[src/rtl/day3_pkg.sv]
// Shared types and default sizes for the day-3 bank scan: scan state encoding,
// datapath widths and the reference score for the real puzzle input.
package day3_pkg;

  typedef enum logic [1:0] {
    IDLE  = 2'd0,
    ISSUE = 2'd1,
    DRAIN = 2'd2,
    DONE  = 2'd3
  } scan_state_e;

  localparam int NUM_LINES_DEF    = 200;
  localparam int ADDR_W_DEF       = 8;
  localparam int VAL_W_DEF        = 8;
  localparam int SCORE_W_DEF      = 32;
  localparam int MAX_INFLIGHT_DEF = 4;

  // Score of one full scan over the real battery-bank ROM.
  localparam int EXPECTED_SCORE   = 16764;

endpackage

[src/rtl/credit_counter.sv]
// In-flight line counter for the bank scan: counts issues up and retires down,
// flags the credit limit and retires that arrive with nothing outstanding.
module credit_counter
  import day3_pkg::*;
#(
  parameter int MAX_INFLIGHT = MAX_INFLIGHT_DEF,
  parameter int CNT_W        = 4
) (
  input  logic clk,
  input  logic rst_n,
  input  logic clear,
  input  logic inc,
  input  logic dec,
  output logic at_limit,
  output logic empty,
  output logic underflow
);

  logic [CNT_W-1:0] count;
  logic             take;

  // A retire against an empty counter is reported, never applied.
  assign take = dec && (count != '0);

  always_ff @(posedge clk or negedge rst_n) begin
    if (!rst_n) begin
      count <= '0;
    end else if (clear) begin
      count <= '0;
    end else if (inc && !take) begin
      count <= count + 1'b1;
    end else if (!inc && take) begin
      count <= count - 1'b1;
    end
  end

  assign at_limit  = (count >= CNT_W'(MAX_INFLIGHT));
  assign empty     = (count == '0);
  assign underflow = dec && empty;

endmodule

[src/rtl/bank_scan_sequencer.sv]
// Drives one full ROM scan through the joltage pipeline under a credit limit and
// accumulates the score. Define SCAN_CYCLE_COUNT_EN to add the cycle_count port.
//
// state | meaning
// IDLE  | after reset, waiting for start
// ISSUE | issuing line addresses while credits remain
// DRAIN | all lines issued, waiting for outstanding results
// DONE  | scan complete, score held until next start
module bank_scan_sequencer
  import day3_pkg::*;
#(
  parameter int NUM_LINES    = NUM_LINES_DEF,
  parameter int ADDR_W       = ADDR_W_DEF,
  parameter int VAL_W        = VAL_W_DEF,
  parameter int SCORE_W      = SCORE_W_DEF,
  parameter int MAX_INFLIGHT = MAX_INFLIGHT_DEF
) (
  input  logic               clk,
  input  logic               rst_n,
  input  logic               start,
  output logic               busy,
  output logic               done,
  output logic               rom_en,
  output logic [ADDR_W-1:0]  rom_addr,
  input  logic               pipe_out_valid,
  input  logic [VAL_W-1:0]   pipe_out_value,
  output logic [SCORE_W-1:0] score,
`ifdef SCAN_CYCLE_COUNT_EN
  output logic [31:0]        cycle_count,
`endif
  output logic               overflow_err
);

  localparam logic [1:0] ST_IDLE  = IDLE;
  localparam logic [1:0] ST_ISSUE = ISSUE;
  localparam logic [1:0] ST_DRAIN = DRAIN;
  localparam logic [1:0] ST_DONE  = DONE;

  localparam logic [ADDR_W-1:0] LAST_ADDR = ADDR_W'(NUM_LINES - 1);

  logic [1:0]        state;
  logic [ADDR_W-1:0] issue_cnt;
  logic              accept;
  logic              in_scan;
  logic              issue;
  logic              last_issue;
  logic              retire;
  logic              at_limit;
  logic              empty;
  logic              underflow;

  assign accept     = start && ((state == ST_IDLE) || (state == ST_DONE));
  assign in_scan    = (state == ST_ISSUE) || (state == ST_DRAIN);
  assign issue      = (state == ST_ISSUE) && !at_limit;
  assign last_issue = issue && (issue_cnt == LAST_ADDR);
  // Results outside a scan never touch the credit count or the score.
  assign retire     = pipe_out_valid && in_scan;

  assign busy = in_scan;
  assign done = (state == ST_DONE);

  credit_counter #(
    .MAX_INFLIGHT(MAX_INFLIGHT),
    .CNT_W       (4)
  ) u_credit (
    .clk      (clk),
    .rst_n    (rst_n),
    .clear    (accept),
    .inc      (issue),
    .dec      (retire),
    .at_limit (at_limit),
    .empty    (empty),
    .underflow(underflow)
  );

  always_ff @(posedge clk or negedge rst_n) begin
    if (!rst_n) begin
      state <= ST_IDLE;
    end else begin
      case (state)
        ST_IDLE, ST_DONE: if (start)      state <= ST_ISSUE;
        ST_ISSUE:         if (last_issue) state <= ST_DRAIN;
        ST_DRAIN:         if (empty)      state <= ST_DONE;
        default:                          state <= ST_IDLE;
      endcase
    end
  end

  // issue_cnt parks on the last line so rom_addr can never pass NUM_LINES-1.
  always_ff @(posedge clk or negedge rst_n) begin
    if (!rst_n) begin
      rom_en    <= 1'b0;
      rom_addr  <= '0;
      issue_cnt <= '0;
    end else begin
      rom_en <= issue;
      if (issue) rom_addr <= issue_cnt;
      if (accept) begin
        issue_cnt <= '0;
      end else if (issue && !last_issue) begin
        issue_cnt <= issue_cnt + 1'b1;
      end
    end
  end

  always_ff @(posedge clk or negedge rst_n) begin
    if (!rst_n) begin
      score        <= '0;
      overflow_err <= 1'b0;
    end else if (accept) begin
      score        <= '0;
      overflow_err <= 1'b0;
    end else begin
      if (retire) score <= score + SCORE_W'(pipe_out_value);
      if (underflow || (pipe_out_valid && (state == ST_DONE))) overflow_err <= 1'b1;
    end
  end

`ifdef SCAN_CYCLE_COUNT_EN
  always_ff @(posedge clk or negedge rst_n) begin
    if (!rst_n) begin
      cycle_count <= '0;
    end else if (accept) begin
      cycle_count <= '0;
    end else if (in_scan) begin
      cycle_count <= cycle_count + 32'd1;
    end
  end
`endif

endmodule
[config.mk]
export PLATFORM = sky130hd
export DESIGN_NAME = bank_scan_sequencer
export DESIGN_NICKNAME = d
export VERILOG_FILES = /design/src/rtl/day3_pkg.sv /design/src/rtl/credit_counter.sv /design/src/rtl/bank_scan_sequencer.sv
export SDC_FILE = /design/constraint.sdc
export NUM_CORES = 1
export LEC_CHECK = 0
export CAP_MARGIN = 10
export CORE_MARGIN = 2
export CORE_UTILIZATION = 45
export CTS_CLUSTER_SIZE = 28
export DETAILED_ROUTE_END_ITERATION = 10
export GPL_TIMING_DRIVEN = 0
export PLACE_DENSITY = 0.73
export SLEW_MARGIN = 5
export SYNTH_ARGS = -nofsm -noshare
export SYNTH_HDL_FRONTEND = slang
export SYNTH_SLANG_ARGS = --single-unit
[constraint.sdc]
create_clock -name clk -period 2.63 [get_ports clk]
set_input_delay 0.263 -clock clk [delete_from_list [all_inputs] [get_ports clk]]
set_output_delay 0.263 -clock clk [all_outputs]
set_load 0.02 [all_outputs]
==> flow_metrics.env <==
export IMPL_status="finished clean"
export IMPL_gp_congestion=0.870
export IMPL_combinationalPowerShare=0.513
export IMPL_crit_path_top_delay_cell="clkdlybuf4s50_1"
export IMPL_worst_ep_required_time_ps=2880
export IMPL_place_hpwl_mm=5.42
export IMPL_final_cell_area_sq_mm=0.00401
export IMPL_cp_data_arrival_time_ps=2700
export IMPL_dr_pass1_iters=4
export IMPL_fmax_mhz=408
export IMPL_max_stage_delay_ps=480
export IMPL_drv_cap=0
export IMPL_final_antenna_net_count=0
export IMPL_dpl_cell_count=475
export IMPL_synthMuxAreaShare=0.0854
export IMPL_grt_overflow_total=0
export IMPL_grt_max_degree=37
export IMPL_synthAdderAreaFrac=0.0719
export IMPL_antenna_found_initial=0
export IMPL_synth_compound_area_share=0.156
export IMPL_power_total_mw=3.45
export IMPL_switching_share=0.439
export IMPL_pwr_share_seq=0.335
export IMPL_place_area_sq_mm=0.00385
export IMPL_syn_to_final_growth_pct=26.5
export IMPL_power_share_clock=0.152
export IMPL_synth_edff_count=0
export IMPL_r2r_start="score[0]$_DFFE_PN0P_"
export IMPL_clk_pin_slew_ps=120
export IMPL_crit_path_end_kind="register"
export IMPL_timing_critical_path_from="pipe_out_value[0]"
export IMPL_dieArea_sq_mm=0.00772
export IMPL_yosysWarnings=0
export IMPL_setup_viol=0
export IMPL_place_ws_ps=-325
export IMPL_wirelength_mm=7.39
export IMPL_p_int_mw=1.93
export IMPL_stdcell_count=483
export IMPL_critPathTopFamily="compound AO/OA/AOI/OAI gates"
export IMPL_htree_levels=2
export IMPL_clk_path_buf_depth=2
export IMPL_rsz0062_at_grt="false"
export IMPL_highest_layer="met4"
export IMPL_io_pins=56
export IMPL_leakage_nw=1.65
export IMPL_ys_flop_type="dfrtp_1"
export IMPL_io_buffers=55
export IMPL_crit_type="in2reg"
export IMPL_clock_latency_ps=320
export IMPL_post_drt_wl_per_cell_um=15.3
export IMPL_grt_usage=0.201
export IMPL_die_w_um=87.9
export IMPL_ir_worst_vdd_mv=0.493
export IMPL_start_util=0.466
export IMPL_wl_met1_mm=3.57
export IMPL_skew_ps=10.7
export IMPL_async_flop_share=1.00
export IMPL_synth_xor_area_frac=0.0332
export IMPL_synth_cell_type_count=42
export IMPL_hold_violations=0
export IMPL_min_path_type="in2async"
export IMPL_cellPowerDensity_mw_per_mm2=860
export IMPL_wl_met2_mm=3.26
export IMPL_whs_ps=429
export IMPL_fin_setup_tns_ps=0
export IMPL_layout_drive_gt1_share=0.0827
export IMPL_met3_length_um=452
export IMPL_diodes=0
export IMPL_cts_sinks=56
export IMPL_fp_coreArea_sq_mm=0.00679
export IMPL_synth_top_family_by_area="simple AND/OR/NAND/NOR gates"
export IMPL_slew_viol_final=0
export IMPL_viasPerCell=5.61
export IMPL_fin_ws_ps=180
export IMPL_synthSimpleGateAreaFrac=0.183
export IMPL_synthesis_area_sq_mm=0.00317
export IMPL_cts_root_buf="clkbuf_8"
export IMPL_rows=30
export IMPL_grt_pass1_wl_mm=12.3
export IMPL_synth_cells=323
export IMPL_avgSynthCellArea_sq_um=9.80
export IMPL_cts_buffers=5
export IMPL_switchingPower_mw=1.51
export IMPL_finalCriticalPeriod_ps=2450
export IMPL_crit_fanout=5
export IMPL_cts_tree="built"
export IMPL_num_vias=2708
export IMPL_yosysSeqAreaShare=0.443
export IMPL_final_nets=415
export IMPL_ys_seq_elements=56
export IMPL_period_share=0.931
export IMPL_drc=0
export IMPL_synth_nets=352
export IMPL_path_buf_inv=2
export IMPL_fp_dieH_um=87.9
export IMPL_setup_worst_path_start_class="input pin"
export IMPL_tightest_slew_ps=886
export IMPL_finalCoreUtilization=0.590
export IMPL_relSlewSlack=0.404
export IMPL_drt_iter0_markers=158
export IMPL_grt_pass1_vias=2604
export IMPL_crit_path_cell_trace="clkdlybuf4s50_1 > ha_1 > inv_1 > fa_1 > nand2b_1 > a21oi_2 > o21ai_1 > a2111oi_1 > mux2i_1"
-- registers in the layout, indices dropped and copies added (netlist names) --
signal,count
issue_cnt,8
overflow_err,1
rom_addr,8
rom_en,1
score,32
state,2
u_credit.count,4
-- synth_stat cells (7+ instances only) --
| library cell | n | area, sq um |
|---|---|---|
| nand3_1 | 13 | 65.1 |
| o211ai_1 | 7 | 52.6 |
| a21oi_1 | 12 | 60.1 |
| clkbuf_1 | 8 | 30.0 |
| dfrtp_1 | 56 | 1400 |
| mux2_2 | 8 | 90.1 |
| ha_1 | 15 | 188 |
| mux2i_1 | 18 | 180 |
| o21ai_0 | 19 | 95.1 |
| inv_1 | 16 | 60.1 |
| nor2_1 | 21 | 78.8 |
| nand2_1 | 37 | 139 |
| nand2b_1 | 8 | 50.1 |
| nor3_1 | 9 | 45.0 |
| nand4_1 | 8 | 50.1 |
-- final timing paths --
check / to / slack [ps] / depth (start not counted)
max in group asynchronous: score[30]$_DFFE_PN0P_ / 1620 / 3
worst min-delay path: overflow_err$_DFFE_PN0P_ / 430 / 2
worst max register to register: score[18]$_DFFE_PN0P_ / 190 / 8
worst max-delay path: score[18]$_DFFE_PN0P_ / 180 / 9
min in group clk: score[31]$_DFFE_PN0P_ / 480 / 1
worst min register to register: score[31]$_DFFE_PN0P_ / 480 / 1
-- metal layers --
metal,up-vias,track usage
li1,1308,-
met1,1303,0.294
met2,85,0.304
met3,12,0.0405
met4,0,0.0587
met5,-,0
-- worst register-to-register path, delay by kind of cell, from the launching register on --
kind                       cells  cell delay (ps)
AOI/OAI and AO/OA              3              910
adders and majority gates      2              560
buffers and inverters          1               60
DFF                            1              400
muxes                          1              230
and+or+nand+nor                1              210
-- power groups by stage --
stage	logic [mW]	clock network (mW)	registers, mW
2_1_floorplan	1.05	0	1.24
3_3_place_gp	1.66	0	1.15
3_5_place_dp	1.70	0	1.16
4_1_cts	1.72	0.536	1.14
5_1_grt	1.97	0.564	1.17
6_report	1.77	0.523	1.15
-- placed cells by master (no fill, tap or decap), drive strengths merged --
cell / synthesis / routed
or4: 2 / 2
fa: 2 / 2
nand2: 37 / 37
and2: 1 / 1
o2111ai: 6 / 6
mux2: 8 / 8
inv: 16 / 19
nor3b: 1 / 1
or3: 6 / 6
and3: 2 / 2
buf: 0 / 2
nand2b: 8 / 8
clkdlybuf4s50: 0 / 54
a2111oi: 2 / 2
o21ai: 21 / 21
a22o: 1 / 1
mux2i: 18 / 18
xnor2: 6 / 6
clkbuf: 8 / 12
a21oi: 12 / 12
o41ai: 2 / 2
a211oi: 5 / 5
o31ai: 6 / 6
dlygate4sd3: 0 / 1
a32o: 2 / 2
ha: 15 / 15
a22oi: 1 / 1
o21a: 4 / 4
dfrtp: 56 / 56
nor2b: 2 / 2
nor4: 5 / 5
xor2: 6 / 6
nand3: 13 / 13
nor3: 9 / 9
nor2: 21 / 21
a21o: 2 / 2
o211ai: 8 / 8
nand4: 9 / 9
-- area by class of cell --
class	instances	area, sq um
Fill cell	599	2790
Multi-Input combinational cell	243	1720
Sequential cell	56	1400
Timing Repair Buffer	57	576
Tap cell	96	120
Clock buffer	5	68.8
Inverter	16	60.1
Clock inverter	3	28.8
Buffer	7	27.5
-- cells by family (layout without fill, tap and decap cells) --
| kind of cell | count (synthesis) | after routing |
|---|---|---|
| AND/OR/NAND/NOR | 116 | 116 |
| XOR/XNOR | 12 | 12 |
| buffers and inverters | 24 | 88 |
| adder cells (fa/ha/maj) | 17 | 17 |
| AO/OA/AOI/OAI | 72 | 72 |
| flip-flops | 56 | 56 |
| multiplexers | 26 | 26 |
-- repair_timing --
item,in CTS,in global routing
endpoints found under the setup margin,1,6
gates resized for setup,2,11
hold buffers,1,0
pin swaps,0,1
buffers inserted,0,0
endpoints found under the hold margin,20,0
No activity file was read; power rests on OpenSTA's default activity.
